--- config.mk ---
export PLATFORM = sky130hd
export DESIGN_NAME = tetris_input_cond
export DESIGN_NICKNAME = d
export VERILOG_FILES = /design/src/rtl/tetris_pkg.sv /design/src/rtl/tetris_input_cond_key_debounce.sv /design/src/rtl/tetris_input_cond.sv
export SDC_FILE = /design/constraint.sdc
export NUM_CORES = 1
export LEC_CHECK = 0
export ABC_AREA = 1
export CAP_MARGIN = 20
export CORE_MARGIN = 2
export CORE_UTILIZATION = 40
export DETAILED_ROUTE_END_ITERATION = 6
export PLACE_DENSITY = 0.62
export SLEW_MARGIN = 20
export SYNTH_ARGS = -nofsm -noshare
export SYNTH_HDL_FRONTEND = slang
export SYNTH_SLANG_ARGS = --single-unit
--- constraint.sdc ---
create_clock -name CLOCK_50 -period 1.84 [get_ports CLOCK_50]
set_clock_uncertainty 0.2 [all_clocks]
set_input_delay 0.276 -clock CLOCK_50 [delete_from_list [all_inputs] [get_ports CLOCK_50]]
set_output_delay 0.276 -clock CLOCK_50 [all_outputs]
set_load 0.005 [all_outputs]
--- src/rtl/tetris_pkg.sv ---
// Shared types and constants for the Tetris input-conditioning stage.
// Channel indices fix the bit order of the held vector: {drop, rot, right, left}.
package tetris_pkg;

    typedef enum logic [1:0] {
        RPT_IDLE   = 2'd0,
        RPT_DELAY  = 2'd1,
        RPT_REPEAT = 2'd2
    } rpt_state_e;

    localparam int CH_LEFT  = 0;
    localparam int CH_RIGHT = 1;
    localparam int CH_ROT   = 2;
    localparam int CH_DROP  = 3;
    localparam int NUM_KEYS = 4;

    localparam int DEBOUNCE_CYCLES_50M = 1_000_000;
    localparam int DAS_DELAY_50M       = 8_000_000;
    localparam int DAS_RATE_50M        = 2_500_000;

    // The extra bit keeps the terminal value representable for any count.
    function automatic int cnt_width(input int a, input int b);
        return $clog2((a > b) ? a : b) + 1;
    endfunction

endpackage

--- src/rtl/tetris_input_cond_key_debounce.sv ---
// One key channel: 2-FF synchronizer, stable-level counter, registered
// debounced level and a one-cycle rise flag aligned with the level change.
module key_debounce
    import tetris_pkg::*;
#(
    parameter int DEBOUNCE_CYCLES = DEBOUNCE_CYCLES_50M,
    parameter int KEY_ACTIVE_LOW  = 1
) (
    input  logic clk,
    input  logic reset,
    input  logic key_raw,
    output logic level,
    output logic rise
);

    localparam int            CW       = cnt_width(DEBOUNCE_CYCLES, 1);
    localparam logic [CW-1:0] DB_LAST  = CW'(DEBOUNCE_CYCLES - 1);
    localparam logic          RAW_IDLE = (KEY_ACTIVE_LOW != 0);

    logic          sync1;
    logic          sync2;
    logic          pressed;
    logic [CW-1:0] cnt;

    assign pressed = sync2 ^ RAW_IDLE;

    always_ff @(posedge clk) begin
        if (reset) begin
            sync1 <= RAW_IDLE;
            sync2 <= RAW_IDLE;
            cnt   <= '0;
            level <= 1'b0;
            rise  <= 1'b0;
        end else begin
            sync1 <= key_raw;
            sync2 <= sync1;
            rise  <= 1'b0;
            // Any cycle agreeing with the current level restarts the stability count.
            if (pressed == level) begin
                cnt <= '0;
            end else if (cnt == DB_LAST) begin
                level <= pressed;
                rise  <= pressed;
                cnt   <= '0;
            end else begin
                cnt <= cnt + 1'b1;
            end
        end
    end

endmodule

--- src/rtl/tetris_input_cond.sv ---
// Turns raw DE1 keys into single-cycle game action pulses with delayed
// auto-shift on left/right/drop, a left/right lockout and an enable gate.
module tetris_input_cond
    import tetris_pkg::*;
#(
    parameter int DEBOUNCE_CYCLES = DEBOUNCE_CYCLES_50M,
    parameter int DAS_DELAY       = DAS_DELAY_50M,
    parameter int DAS_RATE        = DAS_RATE_50M,
    parameter int KEY_ACTIVE_LOW  = 1
) (
    input  logic       CLOCK_50,
    input  logic       reset,
    input  logic       enable,
    input  logic       key_left,
    input  logic       key_right,
    input  logic       key_rot,
    input  logic       key_drop,
    output logic       left_final,
    output logic       right_final,
    output logic       rot_final,
    output logic       drop_final,
    output logic [3:0] held
);

    localparam int            CW        = cnt_width(DAS_DELAY, DAS_RATE);
    localparam logic [CW-1:0] DLY_LAST  = CW'(DAS_DELAY - 1);
    localparam logic [CW-1:0] RATE_LAST = CW'(DAS_RATE - 1);

    logic [NUM_KEYS-1:0] keys_raw;
    logic [NUM_KEYS-1:0] held_lvl;
    logic [NUM_KEYS-1:0] rise;
    logic                lr_conflict;
    logic                enable_q;
    logic                rot_q;

    assign keys_raw = {key_drop, key_rot, key_right, key_left};

    key_debounce #(
        .DEBOUNCE_CYCLES (DEBOUNCE_CYCLES),
        .KEY_ACTIVE_LOW  (KEY_ACTIVE_LOW)
    ) u_db [NUM_KEYS-1:0] (
        .clk     (CLOCK_50),
        .reset   (reset),
        .key_raw (keys_raw),
        .level   (held_lvl),
        .rise    (rise)
    );

    assign lr_conflict = held_lvl[CH_LEFT] && held_lvl[CH_RIGHT];

    // Auto-repeat channels. Dropping to IDLE whenever the key may not fire
    // makes every return of permission (release of the opposing key, enable
    // rising) restart as a fresh press: immediate pulse, then the long delay.
    for (genvar g = 0; g < 3; g++) begin : g_rpt
        localparam int CH = (g == 2) ? CH_DROP : g;

        logic          allow;
        logic          pulse_q;
        rpt_state_e    st;
        logic [CW-1:0] cnt;

        assign allow = enable && held_lvl[CH] && !(lr_conflict && CH != CH_DROP);

        always_ff @(posedge CLOCK_50) begin
            if (reset || !allow) begin
                st      <= RPT_IDLE;
                cnt     <= '0;
                pulse_q <= 1'b0;
            end else if (st == RPT_IDLE || rise[CH]) begin
                st      <= RPT_DELAY;
                cnt     <= '0;
                pulse_q <= 1'b1;
            end else begin
                pulse_q <= 1'b0;
                cnt     <= cnt + 1'b1;
                case (st)
                    RPT_DELAY: begin
                        if (cnt == DLY_LAST) begin
                            st      <= RPT_REPEAT;
                            cnt     <= '0;
                            pulse_q <= 1'b1;
                        end
                    end
                    RPT_REPEAT: begin
                        if (cnt == RATE_LAST) begin
                            cnt     <= '0;
                            pulse_q <= 1'b1;
                        end
                    end
                    default: begin
                        st  <= RPT_IDLE;
                        cnt <= '0;
                    end
                endcase
            end
        end
    end

    // Rotate fires once per press; a key already held when enable rises
    // counts as a new press.
    always_ff @(posedge CLOCK_50) begin
        if (reset) begin
            enable_q <= 1'b0;
            rot_q    <= 1'b0;
        end else begin
            enable_q <= enable;
            rot_q    <= enable && held_lvl[CH_ROT] && (rise[CH_ROT] || !enable_q);
        end
    end

    assign left_final  = g_rpt[0].pulse_q;
    assign right_final = g_rpt[1].pulse_q;
    assign drop_final  = g_rpt[2].pulse_q;
    assign rot_final   = rot_q;
    assign held        = held_lvl;

endmodule

-- After elaboration in Yosys (flattened, before gate mapping)
Cells that the tools add are included.
W data, S select, Z words.
- flip-flop bits (word level): 183
- bits of input ports: 7
- output and inout port bits: 8
- logic and storage cells: 159
- add/sub/neg operators: 7
- equality and inequality tests: 29
- muxes and demuxes: 30
- bitwise logic cells: 15
- reduce and logical (&&, ||, !) cells: 44
- operator list (cell ; number):
    $mux W24 ; 6
    $pmux W24 S2 ; 3
    $add A21 B1 Y21 const B ; 4
    $eq A21 B20 Y1 const B ; 4
    $add A24 B1 Y24 const B ; 3
    $eq A24 B22 Y1 const B ; 3
    $eq A24 B23 Y1 const B ; 3
    $reduce_or A3 Y1 ; 8
    $reduce_and A2 Y1 ; 10
    $not A1 Y1 ; 15
    $mux W1 ; 12
    $ne A2 B2 Y1 const B ; 6
    $pmux W2 S2 ; 3
    $ne A3 B3 Y1 const B ; 3
    $logic_and A1 B1 Y1 ; 8
    $logic_or A1 B1 Y1 ; 7
    $eq A2 B1 Y1 const B ; 3
    $eq A2 B2 Y1 const B ; 3
    $logic_not A2 Y1 ; 3
    $mux W2 ; 3
    $pmux W1 S2 ; 3
    $reduce_or A2 Y1 ; 3
    $logic_not A1 Y1 ; 5
    $eq A1 B1 Y1 ; 4

-- Depth between registers and ports, before layout
- depth after elaboration: 6
- gate-level depth with buffers: 11
- mapped depth without buffers: 11

-- By module
From an unflattened synthesis, not the netlist that was laid out.
- cells, all modules: 1350
- area, all modules: 9716.8 um^2
- by module, submodules not included (module ; times used ; cells an instance ; area an instance (um^2) ; sequential area each (um^2)):
    key_debounce ; 4 ; 173 ; 1263.7 ; 500.5
    tetris_input_cond ; 1 ; 658 ; 4662.0 ; 1661.6

-- Worst setup path after synthesis
OpenSTA, ideal clock, no wires.
- path type: register to register
- start point: register g_rpt[1].cnt[0]
- end point: register g_rpt[1].cnt[11]
- library setup time: 116 ps
- arrival time: 1364 ps
- required time: 1524 ps
- slack: 160 ps
- cell stages (with the launch flop): 12
- path buffers: 1
- period minus slack after synthesis: 1680 ps
- path through: dfxtp_1 -> ha_1 -> nand2_2 -> nor2_4 -> nand2_2 -> inv_2 -> nand3_2 -> nand2_2 -> nand2_2 -> nand2_4 -> buf_8 -> nor2_2
- word-level cells in the longest chain between the ends: 3
- elaborated cells between the ends (all ways): 6
- those cells by class: add/sub (1); eq/ne (2); mux (3)
- RTL lines (element ; line ; source):
    start: declaration ; tetris_input_cond.sv:60 ; logic [CW-1:0] cnt;
    start signal: assignment ; tetris_input_cond.sv:75 ; cnt <= cnt + 1'b1;
    $add A24 B1 Y24 (tied with other cells) ; tetris_input_cond.sv:75 ;
    $mux W24, on equally long branches ; tetris_input_cond.sv:85, tetris_input_cond.sv:78 ;
    $pmux W24 S2 * ; tetris_input_cond.sv:76 ; case (st)
Mark *: on every way between the ends. The rest lies on a longest branch, timed or not.
A chain may end at the register's enable or synchronous reset.

-- Final worst setup path
- start point: register g_rpt[0].pulse_q (netlist: left_final)
- end point: output port left_final
- RTL lines (element ; line ; source):
    start: declaration ; tetris_input_cond.sv:58 ; logic pulse_q;
    start signal: assignment ; tetris_input_cond.sv:68 ; pulse_q <= 1'b0;
    start signal: assignment ; tetris_input_cond.sv:72 ; pulse_q <= 1'b1;
    start signal: assignment ; tetris_input_cond.sv:74 ; pulse_q <= 1'b0;
    end: declaration ; tetris_input_cond.sv:18 ; output logic left_final,
No word-level cell between the ends.

==> impl_metrics.env <==
export IMPL_status="finished, final reports clean"
export IMPL_netlist_area_um2=9320
export IMPL_ant_nets=0
export IMPL_grtUsageTotal_pct=16.0
export IMPL_timing_final_crit_period_ns=1.78
export IMPL_r2r_slack_ns=0.08
export IMPL_slew_headroom_pct=76.1
export IMPL_synthCells=1324
export IMPL_gp_congestion=0.869
export IMPL_dieArea_um2=24500
export IMPL_worstPathRequired_ns=1.36
export IMPL_crit_fanout=1
export IMPL_yosys_warnings=0
export IMPL_antenna_cells=0
export IMPL_critPathMaxStageDelay_ns=0.51
export IMPL_slew_violations=0
export IMPL_critPathLaunchType="flop"
export IMPL_antenna_found_initial=0
export IMPL_nets=1429
export IMPL_p_leak_nw=3.90
export IMPL_cellPowerDensity_nw_per_um2=694
export IMPL_synth_top_cell_area_share_pct=39.3
export IMPL_crit_chain="clkdlybuf4s50_1"
export IMPL_cts_buffers=17
export IMPL_drive_above_1_share_pct=16.4
export IMPL_dr_total_vias=7920
export IMPL_syn_num_nets=1347
export IMPL_synth_top_area_cell="dfxtp_1"
export IMPL_clockBufferDepth=2
export IMPL_wl_per_cell_um=11.0
export IMPL_ir_drop_v=0.000537
export IMPL_numPortBuffers=14
export IMPL_power_mw=7.67
export IMPL_finalWirelength_mm=19.0
export IMPL_ioPinCount=15
export IMPL_htreeDepth=4
export IMPL_rr_worst_depth=9
export IMPL_grt_pass1_vias=7422
export IMPL_synth_area_per_cell_um2=7.04
export IMPL_drtIter0Drc=392
export IMPL_cts_hold_fix_buffers=0
export IMPL_path_class="flop to output pin"
export IMPL_final_hold_violation_count=0
export IMPL_max_cap_violations=0
export IMPL_grt_pass1_wl_mm=32.5
export IMPL_drcViolationCount=0
export IMPL_finish_utilization_pct=48.5
export IMPL_via_per_inst=4.57
export IMPL_clk_latency_ns=0.43
export IMPL_critPathBufInv=1
export IMPL_rows=55
export IMPL_die_w_um=157
export IMPL_hpwl_mm=13.8
export IMPL_firstDrtPassIters=5
export IMPL_worstMarginPinSlew_ns=0.356
export IMPL_synth_seq_cells=183
export IMPL_max_freq_mhz=560
export IMPL_path_depth=1
export IMPL_core_um2=22800
export IMPL_cts_sinks=183
export IMPL_cpMaxStageDelayCell="clkdlybuf4s50_1"
export IMPL_start_util_pct=40.9
export IMPL_grt_max_degree=25
export IMPL_ys_types=35
export IMPL_layout_commonest_cell="nand2_1"
export IMPL_grt_overflow_total=0
export IMPL_finalHoldWorstSlack_ns=0.204
export IMPL_min_path_cells=2
export IMPL_tns_ns=0
export IMPL_yosys_top_cells_area="dfxtp_1 (39%), nand2_1 (11%), nor2_1 (10%)"
export IMPL_root_buffer="clkbuf_16"
export IMPL_hold_path_class="input port to flop"
export IMPL_layout_common_cells="nand2_1 (276), nor2_1 (248), dfxtp_1 (167), inv_1 (163), nand3_1 (71)"
export IMPL_arrival_ns=1.31
export IMPL_cts_clk_slew_worst_paths_ns=0.07
export IMPL_cts_tree="built"
export IMPL_period_share_pct=97.0
export IMPL_setup_violations=0
export IMPL_critical_path_top_delay_family="buffers and inverters"
export IMPL_ys_seq_area_share_pct=39.3
export IMPL_end_kind="output pin"
export IMPL_syn_to_final_growth_pct=18.6
export IMPL_fp_dieH_um=157
[kinds of logic (layout without fill, tap and decap cells)]
family | after synthesis | after routing | synth area share [%]
AOI/OAI and AO/OA | 78 | 78 | 4.31
adders and majority gates | 16 | 16 | 2.15
DFF | 183 | 183 | 39.3
and+or+nand+nor | 779 | 782 | 38.1
buffers and inverters | 189 | 281 | 8.70
xor gates and xnor gates | 79 | 79 | 7.42
[registers in the layout, summed over array words and instances, names as in the netlist]
name,flops
u_db.cnt,84
g_rpt.cnt,72
g_rpt.st,6
u_db.level,4
u_db.rise,4
u_db.sync1,4
u_db.sync2,4
drop_final,1
enable_q,1
left_final,1
right_final,1
rot_final,1
[synth_stat cells]
cell	n
a21oi_1	46
nor2_4	11
xnor2_1	18
a21o_1	1
a31oi_1	5
clkbuf_1	1
nor3b_2	2
o21ai_0	23
or2_0	4
nor2_1	253
inv_2	6
nand4_1	22
nand3b_1	6
a211oi_1	1
nor3_1	41
nand2_4	2
xor2_1	61
nand2_2	21
nand2_1	278
buf_8	1
inv_1	165
nand3_2	10
buf_4	6
nor4_1	1
or2_2	10
clkinv_1	1
nor3_2	6
dfxtp_1	183
nand3_1	74
ha_1	16
or2_1	1
nor3b_1	6
nor2_2	31
buf_6	9
o21ai_1	2
[final timing paths]
path                   from             end
max              left_final      left_final
min                key_left   u_db[0].sync1
max reg2reg  u_db[1].cnt[1]  u_db[1].cnt[8]
min reg2reg   u_db[2].sync1   u_db[2].sync2
[per-layer routing]
metal / vias up / GRT usage, % / part of all wire (%)
met5: - / 0 / 0
met4: 0 / 5.16 / 1.4
met3: 17 / 3.32 / 2.6
met2: 74 / 26.0 / 45
met1: 3541 / 21.3 / 51
li1: 4288 / - / -
[through the flow]
stage	cells	instance area [um^2]	setup WS (ns)
5_1_grt	1732	11100	-0.0198
3_5_place_dp	1688	10100	-0.185
2_1_floorplan	1324	9320	0.160
3_3_place_gp	1688	10100	-0.144
6_report	1732	11100	0.0554
4_1_cts	1720	10700	0.00458
[power by group]
part / internal [mW] / total (mW) / switching, mW
Clock: 2.08 / 3.61 / 1.53
Combinational: 0.0418 / 0.0825 / 0.0407
Sequential: 3.97 / 3.98 / 0.00550
[what timing repair did]
action / CTS / global route
buffers inserted: 0 / 8
endpoints found under the setup margin: 12 / 118
gates resized for setup: 7 / 57
pin swaps: 0 / 19
gates cloned: 0 / 4
[final cells by class]
| cell class | count | area, um^2 |
|---|---|---|
| fill | 2216 | 11700 |
| multi-input combinational | 955 | 5060 |
| sequential | 183 | 3680 |
| timing repair buffer | 77 | 683 |
| inverter | 172 | 646 |
| clock buffer | 22 | 464 |
| tap | 313 | 392 |
| clock inverter | 10 | 119 |
No activity file was read; power rests on OpenSTA's default activity.
